## src/rtl/mem_write_buffer_if.sv

```systemverilog
// mem_write_buffer_if
//   Bus bundle between the cache's memory port, the write buffer and main
//   memory.
//   slave  : the write buffer's view. It takes cache requests and memory
//            responses, and drives refill data, completion, memory requests
//            and occupancy.
//   master : the environment's view (the cache plus main memory).
//   Signals:
//     c_read/c_write/c_addr/c_wdata      cache request, level-held until c_ready
//     c_rdata/c_ready                    refill data and one-cycle completion
//     mem_read/mem_write/mem_addr/
//       mem_wdata                        memory request, held until mem_ready
//     mem_rdata/mem_ready                memory read data, one-cycle completion
//     wb_count/wb_empty                  buffer occupancy
interface mem_write_buffer_if #(
  parameter int DEPTH = 4,
  parameter int AW    = 28,
  parameter int DW    = 128
);
  localparam int CW = $clog2(DEPTH) + 1;

  logic          c_read;
  logic          c_write;
  logic [AW-1:0] c_addr;
  logic [DW-1:0] c_wdata;
  logic [DW-1:0] c_rdata;
  logic          c_ready;
  logic          mem_read;
  logic          mem_write;
  logic [AW-1:0] mem_addr;
  logic [DW-1:0] mem_wdata;
  logic [DW-1:0] mem_rdata;
  logic          mem_ready;
  logic [CW-1:0] wb_count;
  logic          wb_empty;

  modport slave (
    input  c_read, c_write, c_addr, c_wdata, mem_rdata, mem_ready,
    output c_rdata, c_ready, mem_read, mem_write, mem_addr, mem_wdata,
           wb_count, wb_empty
  );

  modport master (
    output c_read, c_write, c_addr, c_wdata, mem_rdata, mem_ready,
    input  c_rdata, c_ready, mem_read, mem_write, mem_addr, mem_wdata,
           wb_count, wb_empty
  );
endinterface

```

## src/rtl/mem_write_buffer.sv

```systemverilog
// mem_write_buffer
//   Write-back buffer between the cache and main memory. Dirty-block
//   write-backs go into a DEPTH-entry FIFO and complete in one cycle. The
//   FIFO drains to memory in the background. Refill reads are forwarded from
//   the youngest matching entry; a read with no match bypasses the FIFO and
//   goes to memory ahead of any pending drain.
//   Ports:
//     clk         system clock
//     proc_reset  asynchronous active-high reset
//     bus         mem_write_buffer_if.slave (cache side, memory side, occupancy)
//   Optional build macro: WBUF_COALESCE_EN. When it is defined, a write that
//   hits a valid entry overwrites that entry's data in place. The head entry
//   is excluded from this while it is being written to memory.
module mem_write_buffer #(
  parameter int DEPTH = 4,
  parameter int AW    = 28,
  parameter int DW    = 128
) (
  input  logic              clk,
  input  logic              proc_reset,
  mem_write_buffer_if.slave bus
);
  localparam int PW = $clog2(DEPTH);
  localparam int CW = PW + 1;

  typedef enum logic [1:0] {C_IDLE, C_WAITRD, C_RESP, C_GAP} c_state_t;
  typedef enum logic [1:0] {M_IDLE, M_RD, M_WR, M_GAP}       m_state_t;

  c_state_t r_c_state, w_c_next;
  m_state_t r_m_state, w_m_next;

  logic [AW-1:0]    r_addr [DEPTH];
  logic [DW-1:0]    r_data [DEPTH];
  logic [DEPTH-1:0] r_vld;
  logic [PW-1:0]    r_wptr, r_rptr;
  logic [CW-1:0]    r_count, w_count_nxt;
  logic             r_empty;
  logic [AW-1:0]    r_rd_addr;

  logic             r_c_ready, r_mem_read, r_mem_write;
  logic [DW-1:0]    r_c_rdata, r_mem_wdata;
  logic [AW-1:0]    r_mem_addr;

  logic             w_full, w_rd_hit, w_co_hit;
  logic [PW-1:0]    w_rd_idx, w_co_idx;
  logic             w_push, w_coal, w_fwd, w_rd_miss;
  logic             w_pop, w_rd_done, w_start_rd, w_start_wr;

  assign w_full = (r_count == CW'(DEPTH));

  // Scan from oldest (head) to newest so the last hit is the youngest match.
  always_comb begin
    w_rd_hit = 1'b0;
    w_rd_idx = r_rptr;
    for (int i = 0; i < DEPTH; i++) begin
      if (r_vld[r_rptr + PW'(i)] && (r_addr[r_rptr + PW'(i)] == bus.c_addr)) begin
        w_rd_hit = 1'b1;
        w_rd_idx = r_rptr + PW'(i);
      end
    end
  end

`ifdef WBUF_COALESCE_EN
  // The head is busy once its write has been launched, or is launching this
  // cycle, because mem_wdata is captured at launch.
  logic w_head_busy;
  assign w_head_busy = (r_m_state == M_WR) || w_start_wr;

  always_comb begin
    w_co_hit = 1'b0;
    w_co_idx = r_rptr;
    for (int i = 0; i < DEPTH; i++) begin
      if (r_vld[r_rptr + PW'(i)] && (r_addr[r_rptr + PW'(i)] == bus.c_addr) &&
          !(w_head_busy && (i == 0))) begin
        w_co_hit = 1'b1;
        w_co_idx = r_rptr + PW'(i);
      end
    end
  end
`else
  assign w_co_hit = 1'b0;
  assign w_co_idx = r_rptr;
`endif

  // Cache-side FSM: state register.
  always_ff @(posedge clk or posedge proc_reset) begin
    if (proc_reset) r_c_state <= C_IDLE;
    else            r_c_state <= w_c_next;
  end

  // Cache-side FSM: next state. A write takes priority over a simultaneous read.
  always_comb begin
    w_c_next = r_c_state;
    case (r_c_state)
      C_IDLE: begin
        if (bus.c_write) begin
          if (w_co_hit || !w_full) w_c_next = C_RESP;
        end else if (bus.c_read) begin
          w_c_next = w_rd_hit ? C_RESP : C_WAITRD;
        end
      end
      C_WAITRD: if (w_rd_done) w_c_next = C_RESP;
      C_RESP:   w_c_next = C_GAP;
      C_GAP:    w_c_next = C_IDLE;
      default:  w_c_next = C_IDLE;
    endcase
  end

  // Cache-side FSM: output strobes.
  always_comb begin
    w_push    = 1'b0;
    w_coal    = 1'b0;
    w_fwd     = 1'b0;
    w_rd_miss = 1'b0;
    if (r_c_state == C_IDLE) begin
      if (bus.c_write) begin
        w_coal = w_co_hit;
        w_push = !w_co_hit && !w_full;
      end else if (bus.c_read) begin
        w_fwd     = w_rd_hit;
        w_rd_miss = !w_rd_hit;
      end
    end
  end

  // Memory-side FSM: state register.
  always_ff @(posedge clk or posedge proc_reset) begin
    if (proc_reset) r_m_state <= M_IDLE;
    else            r_m_state <= w_m_next;
  end

  // Memory-side FSM: next state. A pending bypass read beats the drain.
  always_comb begin
    w_m_next = r_m_state;
    case (r_m_state)
      M_IDLE: begin
        if (r_c_state == C_WAITRD) w_m_next = M_RD;
        else if (r_count != '0)    w_m_next = M_WR;
      end
      M_RD, M_WR: if (bus.mem_ready) w_m_next = M_GAP;
      M_GAP:      w_m_next = M_IDLE;
      default:    w_m_next = M_IDLE;
    endcase
  end

  // Memory-side FSM: output strobes.
  always_comb begin
    w_start_rd = (r_m_state == M_IDLE) && (w_m_next == M_RD);
    w_start_wr = (r_m_state == M_IDLE) && (w_m_next == M_WR);
    w_pop      = (r_m_state == M_WR) && bus.mem_ready;
    w_rd_done  = (r_m_state == M_RD) && bus.mem_ready;
  end

  always_comb begin
    w_count_nxt = r_count;
    case ({w_push, w_pop})
      2'b10:   w_count_nxt = r_count + CW'(1);
      2'b01:   w_count_nxt = r_count - CW'(1);
      default: w_count_nxt = r_count;
    endcase
  end

  // Entry payload; it needs no reset because r_vld qualifies every use.
  always_ff @(posedge clk) begin
    if (w_push) begin
      r_addr[r_wptr] <= bus.c_addr;
      r_data[r_wptr] <= bus.c_wdata;
    end
    if (w_coal) r_data[w_co_idx] <= bus.c_wdata;
  end

  always_ff @(posedge clk or posedge proc_reset) begin
    if (proc_reset) begin
      r_vld       <= '0;
      r_wptr      <= '0;
      r_rptr      <= '0;
      r_count     <= '0;
      r_empty     <= 1'b1;
      r_rd_addr   <= '0;
      r_c_ready   <= 1'b0;
      r_c_rdata   <= '0;
      r_mem_read  <= 1'b0;
      r_mem_write <= 1'b0;
      r_mem_addr  <= '0;
      r_mem_wdata <= '0;
    end else begin
      // A push and a pop never hit the same slot: a push needs a free slot,
      // and a pop needs an occupied head.
      if (w_push) begin
        r_vld[r_wptr] <= 1'b1;
        r_wptr        <= r_wptr + PW'(1);
      end
      if (w_pop) begin
        r_vld[r_rptr] <= 1'b0;
        r_rptr        <= r_rptr + PW'(1);
      end
      r_count <= w_count_nxt;
      r_empty <= (w_count_nxt == '0);

      if (w_rd_miss) r_rd_addr <= bus.c_addr;

      r_c_ready <= (w_c_next == C_RESP);
      if (w_fwd)          r_c_rdata <= r_data[w_rd_idx];
      else if (w_rd_done) r_c_rdata <= bus.mem_rdata;

      if (w_start_rd) begin
        r_mem_read <= 1'b1;
        r_mem_addr <= r_rd_addr;
      end
      if (w_start_wr) begin
        r_mem_write <= 1'b1;
        r_mem_addr  <= r_addr[r_rptr];
        r_mem_wdata <= r_data[r_rptr];
      end
      if (w_pop || w_rd_done) begin
        r_mem_read  <= 1'b0;
        r_mem_write <= 1'b0;
      end
    end
  end

  assign bus.c_ready   = r_c_ready;
  assign bus.c_rdata   = r_c_rdata;
  assign bus.mem_read  = r_mem_read;
  assign bus.mem_write = r_mem_write;
  assign bus.mem_addr  = r_mem_addr;
  assign bus.mem_wdata = r_mem_wdata;
  assign bus.wb_count  = r_count;
  assign bus.wb_empty  = r_empty;
endmodule

```

## src/flat_wrapper.sv

```systemverilog
// flat-port wrapper written by rule: the top's interface ports become plain ports
module mem_write_buffer_flat 
#(
  parameter int DEPTH = 4,
  parameter int AW    = 28,
  parameter int DW    = 128
)
  (clk, proc_reset, bus_c_read, bus_c_write, bus_c_addr, bus_c_wdata, bus_mem_rdata, bus_mem_ready, bus_c_rdata, bus_c_ready, bus_mem_read, bus_mem_write, bus_mem_addr, bus_mem_wdata, bus_wb_count, bus_wb_empty);
  mem_write_buffer_if #(.DEPTH(DEPTH), .AW(AW), .DW(DW)) bus_i ();
  input  logic clk;
  input  logic proc_reset;
  input wire logic [$bits(bus_i.c_read)-1:0] bus_c_read;
  input wire logic [$bits(bus_i.c_write)-1:0] bus_c_write;
  input wire logic [$bits(bus_i.c_addr)-1:0] bus_c_addr;
  input wire logic [$bits(bus_i.c_wdata)-1:0] bus_c_wdata;
  input wire logic [$bits(bus_i.mem_rdata)-1:0] bus_mem_rdata;
  input wire logic [$bits(bus_i.mem_ready)-1:0] bus_mem_ready;
  output wire logic [$bits(bus_i.c_rdata)-1:0] bus_c_rdata;
  output wire logic [$bits(bus_i.c_ready)-1:0] bus_c_ready;
  output wire logic [$bits(bus_i.mem_read)-1:0] bus_mem_read;
  output wire logic [$bits(bus_i.mem_write)-1:0] bus_mem_write;
  output wire logic [$bits(bus_i.mem_addr)-1:0] bus_mem_addr;
  output wire logic [$bits(bus_i.mem_wdata)-1:0] bus_mem_wdata;
  output wire logic [$bits(bus_i.wb_count)-1:0] bus_wb_count;
  output wire logic [$bits(bus_i.wb_empty)-1:0] bus_wb_empty;
  assign bus_i.c_read = bus_c_read;
  assign bus_i.c_write = bus_c_write;
  assign bus_i.c_addr = bus_c_addr;
  assign bus_i.c_wdata = bus_c_wdata;
  assign bus_i.mem_rdata = bus_mem_rdata;
  assign bus_i.mem_ready = bus_mem_ready;
  assign bus_c_rdata = bus_i.c_rdata;
  assign bus_c_ready = bus_i.c_ready;
  assign bus_mem_read = bus_i.mem_read;
  assign bus_mem_write = bus_i.mem_write;
  assign bus_mem_addr = bus_i.mem_addr;
  assign bus_mem_wdata = bus_i.mem_wdata;
  assign bus_wb_count = bus_i.wb_count;
  assign bus_wb_empty = bus_i.wb_empty;
  mem_write_buffer #(.DEPTH(DEPTH), .AW(AW), .DW(DW)) u_core (.clk(clk), .proc_reset(proc_reset), .bus(bus_i));
endmodule
```

## config.mk

```make
export PLATFORM = sky130hd
export DESIGN_NAME = mem_write_buffer_flat
export DESIGN_NICKNAME = d
export VERILOG_FILES = /design/src/rtl/mem_write_buffer_if.sv /design/src/rtl/mem_write_buffer.sv /design/src/flat_wrapper.sv
export SDC_FILE = /design/constraint.sdc
export NUM_CORES = 1
export LEC_CHECK = 0
export CAP_MARGIN = 20
export CORE_MARGIN = 2
export CORE_UTILIZATION = 40
export CTS_BUF_LIST = sky130_fd_sc_hd__clkbuf_4
export CTS_CLUSTER_DIAMETER = 40
export DETAILED_ROUTE_END_ITERATION = 6
export DONT_BUFFER_PORTS = 1
export RECOVER_POWER = 50
export REMOVE_ABC_BUFFERS = 1
export SYNTH_ARGS = -nofsm -noshare
export SYNTH_HDL_FRONTEND = slang
export SYNTH_SLANG_ARGS = --single-unit
```

## constraint.sdc

```tcl
create_clock -name clk -period 12.6 [get_ports clk]
set_input_delay 1.89 -clock clk [delete_from_list [all_inputs] [get_ports clk]]
set_output_delay 1.89 -clock clk [all_outputs]
set_load 0.05 [all_outputs]
```

==> results of run 1 <==
## worst max-delay path: stages, from the launching register on
cell      delay [ps]
dfrtp_1         2100
clkbuf_1        2590
mux4_2           770
xnor2_1          180
nand4_1          160
nor4_1           590
nand4_1          290
o31ai_1          140
mux2i_1          150
o22ai_4          180
buf_4            520
buf_12           580
mux2i_1          170
mux2_2           320
mux2i_1          130
## final timing paths
path	from	to	cells after the start
hold reg to reg	u_core.r_rd_addr[12]	u_core.bus.mem_addr[12]	2
max in group asynchronous	proc_reset	u_core.bus.c_rdata[120]	3
setup reg to reg	u_core.r_rptr[0]	u_core.bus.c_rdata[28]	14
min in group asynchronous	proc_reset	u_core.bus.c_rdata[30]	1
hold / removal	u_core.r_rd_addr[12]	u_core.bus.mem_addr[12]	2
setup / recovery	u_core.r_rptr[0]	u_core.bus.c_rdata[28]	14
## metrics by stage
stage	util	cells
floorplan	-	2710
global placement	0.413	4237
detailed placement	0.413	4237
CTS	0.444	4718
global route	0.444	4720
finish	0.444	4720
## report_power, final
| group | internal (mW) | total, mW | switching (mW) |
|---|---|---|---|
| Combinational | 2.55 | 5.57 | 3.02 |
| Sequential | 4.13 | 6.43 | 2.31 |
| Clock | 1.51 | 2.82 | 1.32 |
## flip-flops by register name (all words and copies together) (netlist names)
signal and cells:
u_core.r_c_state 2, u_core.bus.c_rdata 128, u_core.bus.wb_count 3, u_core.r_rptr 2
u_core.r_m_state 2, u_core.r_addr 112, u_core.r_wptr 2, u_core.r_data 512
u_core.r_vld 4, u_core.bus.mem_addr 28, u_core.bus.mem_write 1, u_core.bus.mem_read 1
u_core.bus.wb_empty 1, u_core.bus.mem_wdata 128, u_core.bus.c_ready 1, u_core.r_rd_addr 28
## cells by family after synthesis
kind of cell	count (synthesis)
fa+ha+maj	13
mux	958
xor+xnor	99
flops	955
compound gates	114
simple gates	552
buf+inv	221
## area by class of cell
type                    instances  area (sq um)
diodes                          1          2.50
clock buffers                 396          2970
multi-input cells            1736         16400
well taps                    1488          1860
flip-flops and latches        955         27000
repair buffers                 40           312
inverters                      19          72.6
fillers                      9961         61600
clock inverters                85           412
## synthesized netlist by cell type (3+ instances only)
master,number,share of area
edfxtp_1,624,0.42
mux2i_1,592,0.13
nand2_1,445,0.037
dfrtp_1,330,0.18
mux4_2,197,0.099
mux2_2,169,0.043
clkbuf_1,88,0.0074
xnor2_1,61,0.012
nor2_1,43,0.0036
xor2_1,38,0.0075
buf_2,30,0.0034
buf_1,27,0.0023
buf_4,24,0.0040
buf_6,23,0.0058
inv_1,19,0.0016
o22ai_1,18,0.0025
nand4_1,16,0.0022
a31oi_1,13,0.0018
ha_1,12,0.0034
o21ai_0,12,0.0013
nor4_1,11,0.0015
and2_1,10,0.0014
buf_8,10,0.0034
a22oi_1,9,0.0015
a2bb2oi_1,8,0.0016
a21oi_1,7,0.00078
o221ai_1,7,0.0014
o221a_2,6,0.0015
nand3_1,5,0.00056
nor3_1,5,0.00056
a2111oi_0,4,0.00078
a211oi_1,3,0.00050
nand2b_1,3,0.00042
nor3b_1,3,0.00050
o2111ai_1,3,0.00059
o2bb2ai_1,3,0.00059
## layer usage
layer	global-route usage	vias to the layer above	wire length, um
met3	0.0776	202	10700
met4	0.0756	2	3260
met2	0.361	965	61600
met1	0.241	13600	46100
li1	-	11400	-
met5	0	-	13
==> flow_summary.ini, run 1 <==
[sta]
rsz0062_at_grt = false
fin_hold_ws_ps = 473
period_minus_slack_ps = 9460
worstMarginPinSlew_ps = 4410
hold_viol = 0
post-route-period-util = 0.751
clock_skew_ps = 96.9
max_freq_mhz = 106
setup_viol = 0
final.setup.tns_ps = 0
maxSlewHeadroom = -1.94
slew_viol_final = 493
timing.final.ws_setup_ps = 3140

[logic_synthesis]
synthCells = 2912
synth_edf_count = 624
muxShareOfSynthArea = 0.275
ys.flop_type = edfxtp_1
synth_xor_area_frac = 0.0194
synth.avg_cell_area_sq_um = 15.3
synth_seq_cells = 955
synth_top_family_by_area = multiplexers
async_reset_ff_frac = 0.347
synth_simple_gate_area_frac = 0.0500
synth-compound-area-share = 0.0191
synthAdderAreaFrac = 0.00381
yosys_warnings = 0
yosysSeqAreaShare = 0.605
syn_area_sq_mm = 0.0447
synthDistinctLibCells = 60

[floorplan]
start_util = 0.404
die-area_sq_mm = 0.114
core_sq_mm = 0.111
ios = 580
die-width_um = 338
rows = 122
die_y_um = 338

[finish]
post_route_cells_drive_above_1_share = 0.257
layout_common_cells = edfxtp_1, mux2i_1, nand2_1, clkbuf_4, dfrtp_1
final_area_sq_mm = 0.0491
area_delta_synth_final_pct = 9.96
finalNetCount = 3331
final_common_cell = edfxtp_1

[placed_design]
hpwl_mm = 75.5
place_ws_ps = 5050
placed_cell_area_sq_mm = 0.0458
portBuffers = 0
routabilityCongestion = 0.896

[clock_network]
worstSkewPairLatency_ps = 1130
clock_sink_count = 955
post_cts_buffers = 0
cts_hold_buf = 0
clockRootBuffer = clkbuf_4
numCtsBuffers = 277
htree_levels = 5
cts_tree = yes
clockBufferDepth = 4
ctsResizeCount = 0
path_clk_slew_ps = 70

[worst_setup_path]
crit_path_end_kind = flip-flop
critical_path_required_ps = 13580
path_class = reg -> reg
cp_max_fo = 119
cp-start-kind = flip-flop
reg2reg_slack_ps = 3140
cp_data_arrival_time_ps = 10440

[route]
firstDrtPassIters = 5
vias = 26200
ant_nets = 0
drt_iter0_drc = 1586
drc_errors = 0
routedWlPerCell_um = 25.8
viasPerCell = 5.55
drt_wl_total_mm = 122

[global_routing]
overflow = 0
grt_pass1_vias = 28700
grt_pass1_wl_mm = 182
grt_util_all_layers = 0.211
grt_antenna_before_repair = 5
grt_max_degree = 129

[power_and_ir_drop]
finalPower_mw = 14.8
irDropWorstVdd_uv = 382
total_leakage_power_nw = 19.5
cellPowerDensity_mw_per_mm2 = 302

[outcome]
status = complete, but fails checks
violations = max-capacitance violations, max-slew violations

[min_path]
min_path_type = reg -> reg

[run]
drv_cap = 11
Note: power is estimated with default switching activity, not from simulation.
==> inputs of run 2 (changes only) <==
==> constraint.sdc (replaced) <==
create_clock -name clk -period 8.1 [get_ports clk]
set_input_delay 1.215 -clock clk [delete_from_list [all_inputs] [get_ports clk]]
set_output_delay 1.215 -clock clk [all_outputs]
set_load 0.05 [all_outputs]
==> flow_summary.ini, run 2 (synthesis gave the netlist of run 1 again) <==
[sta]
worstMarginPinSlew_ps = 4460
timing.final.ws_setup_ps = 1860
max_freq_mhz = 160
post-route-period-util = 0.770
rsz0062_at_grt = false
setup_viol = 0
period_minus_slack_ps = 6240
hold_viol = 0
maxSlewHeadroom = -1.99
fin_hold_ws_ps = 171
clock_skew_ps = 101
slew_viol_final = 242

[worst_setup_path]
r2r_end = u_core.bus.c_rdata[23]
path_class = reg -> reg
cp_max_fo = 97
crit_path_end_kind = flip-flop
r2r_start = u_core.r_rptr[0]
worstSetupStartpoint = u_core.r_rptr[0]
reg2reg_slack_ps = 1860
cp_data_arrival_time_ps = 7200
crit_path_end = u_core.bus.c_rdata[23]
r2r_cells = 15
critical_path_required_ps = 9060
cp-start-kind = flip-flop

[power_and_ir_drop]
swShare = 0.447
p_sw_mw = 10.4
pwr-share-seq = 0.427
finalPower_mw = 23.3
irDropWorstVdd_uv = 467
total_leakage_power_nw = 19.7
combPwrFrac = 0.376
cellPowerDensity_mw_per_mm2 = 470
p_int_mw = 12.9
clkPwrFrac = 0.197

[placed_design]
place_ws_ps = 2050
hpwl_mm = 76.6
routabilityCongestion = 0.917
dp_cells = 4241
portBuffers = 0

[clock_network]
htree_levels = 5
cts_tree = yes
post_cts_buffers = 0
clockBufferDepth = 4
worstSkewPairLatency_ps = 1140
clock_sink_count = 955
path_clk_slew_ps = 70
numCtsBuffers = 284
clockRootBuffer = clkbuf_4

[finish]
layout_common_cells = edfxtp_1, mux2i_1, nand2_1, clkbuf_4, dfrtp_1
area_delta_synth_final_pct = 11.0
final_core_util = 0.448
finalNonFillerCells = 4745
nFillCells = 9893
post_route_cells_drive_above_1_share = 0.271
finalNetCount = 3350
regMostFlops = u_core.r_data
largest_reg_flops = 512
final_common_cell = edfxtp_1

[global_routing]
grt_max_degree = 115
grt_antenna_before_repair = 3
overflow = 0
grt_pass1_vias = 28900
grt_util_all_layers = 0.213
grt_pass1_wl_mm = 184

[floorplan]
die_y_um = 338
rows = 122
start_util = 0.404
core_sq_mm = 0.111
die-area_sq_mm = 0.114
ios = 580
die-width_um = 338

[route]
drt_iter0_drc = 1732
drc_errors = 0
routedWlPerCell_um = 26.0
firstDrtPassIters = 5
vias = 26400
drt_wl_total_mm = 124
viasPerCell = 5.56
ant_nets = 0

[min_path]
min_path_type = in -> reg

[run]
drv_cap = 4

[outcome]
status = complete, but fails checks
violations = max-capacitance violations, max-slew violations
==> run 2: what timing repair did <==
action | CTS | global route
hold buffers | 8 | 0
gates resized for setup | 0 | 0
hold endpoints to repair | 66 | 0
==> run 2: area by class of cell <==
type | count | area, sq um | area share
timing repair buffer | 52 | 581 | 0.0117
antenna | 1 | 2.50 | 0.0000505
sequential | 955 | 27000 | 0.545
clock buffer | 426 | 3200 | 0.0645
tap | 1488 | 1860 | 0.0375
inverter | 19 | 72.6 | 0.00146
multi-input combinational | 1736 | 16500 | 0.332
clock inverter | 68 | 388 | 0.00782
==> run 2: worst min-delay path by stage <==
stage,start,to,slack [ps],depth (start not counted)
after global routing,bus_c_wdata[76],u_core.r_data[0][76],50,0
after global placement,u_core.r_rd_addr[24],u_core.r_rd_addr[24],490,1
after floorplan,u_core.r_rd_addr[0],u_core.r_rd_addr[0],480,1
after detailed placement,u_core.r_rd_addr[6],u_core.r_rd_addr[6],500,1
after CTS,bus_c_addr[15],u_core.r_addr[0][15],0.5,0
final,bus_c_wdata[63],u_core.r_data[3][63],170,0
==> run 2: power groups by stage <==
stage / clock network, mW / logic, mW / registers, mW
finish: 4.59 / 8.77 / 9.96
CTS: 4.73 / 8.89 / 9.98
global placement: 0 / 8.70 / 10.0
global route: 5.01 / 9.45 / 10.1
floorplan: 0 / 6.67 / 9.99
detailed placement: 0 / 8.85 / 10.1
==> run 2: critical path, stage by stage (launching register included) <==
cell and delay, ps:
dfrtp_4 720, inv_1 490, ha_4 820, buf_12 340, mux4_2 540, xor2_1 150, nor4_1 480, o2111ai_1 310
o31ai_1 290, mux2i_1 150, o22ai_4 200, buf_4 250, buf_12 490, mux2i_1 190, mux2_2 300, mux2i_1 110
==> run 2: per-stage QoR <==
step	cell area (sq um)	setup TNS (ps)
detailed placement	45900	0
finish	49600	0
CTS	49600	0
floorplan	43500	-3024450
global placement	45900	0
global route	49600	0
==> run 2: layer usage <==
metal  wire [um]  vias up  track usage
li1            -    11500            -
met1       47900    13800        0.250
met2       62300      978        0.363
met3       10500      182       0.0760
met4        2810        2       0.0721
met5          16        -            0
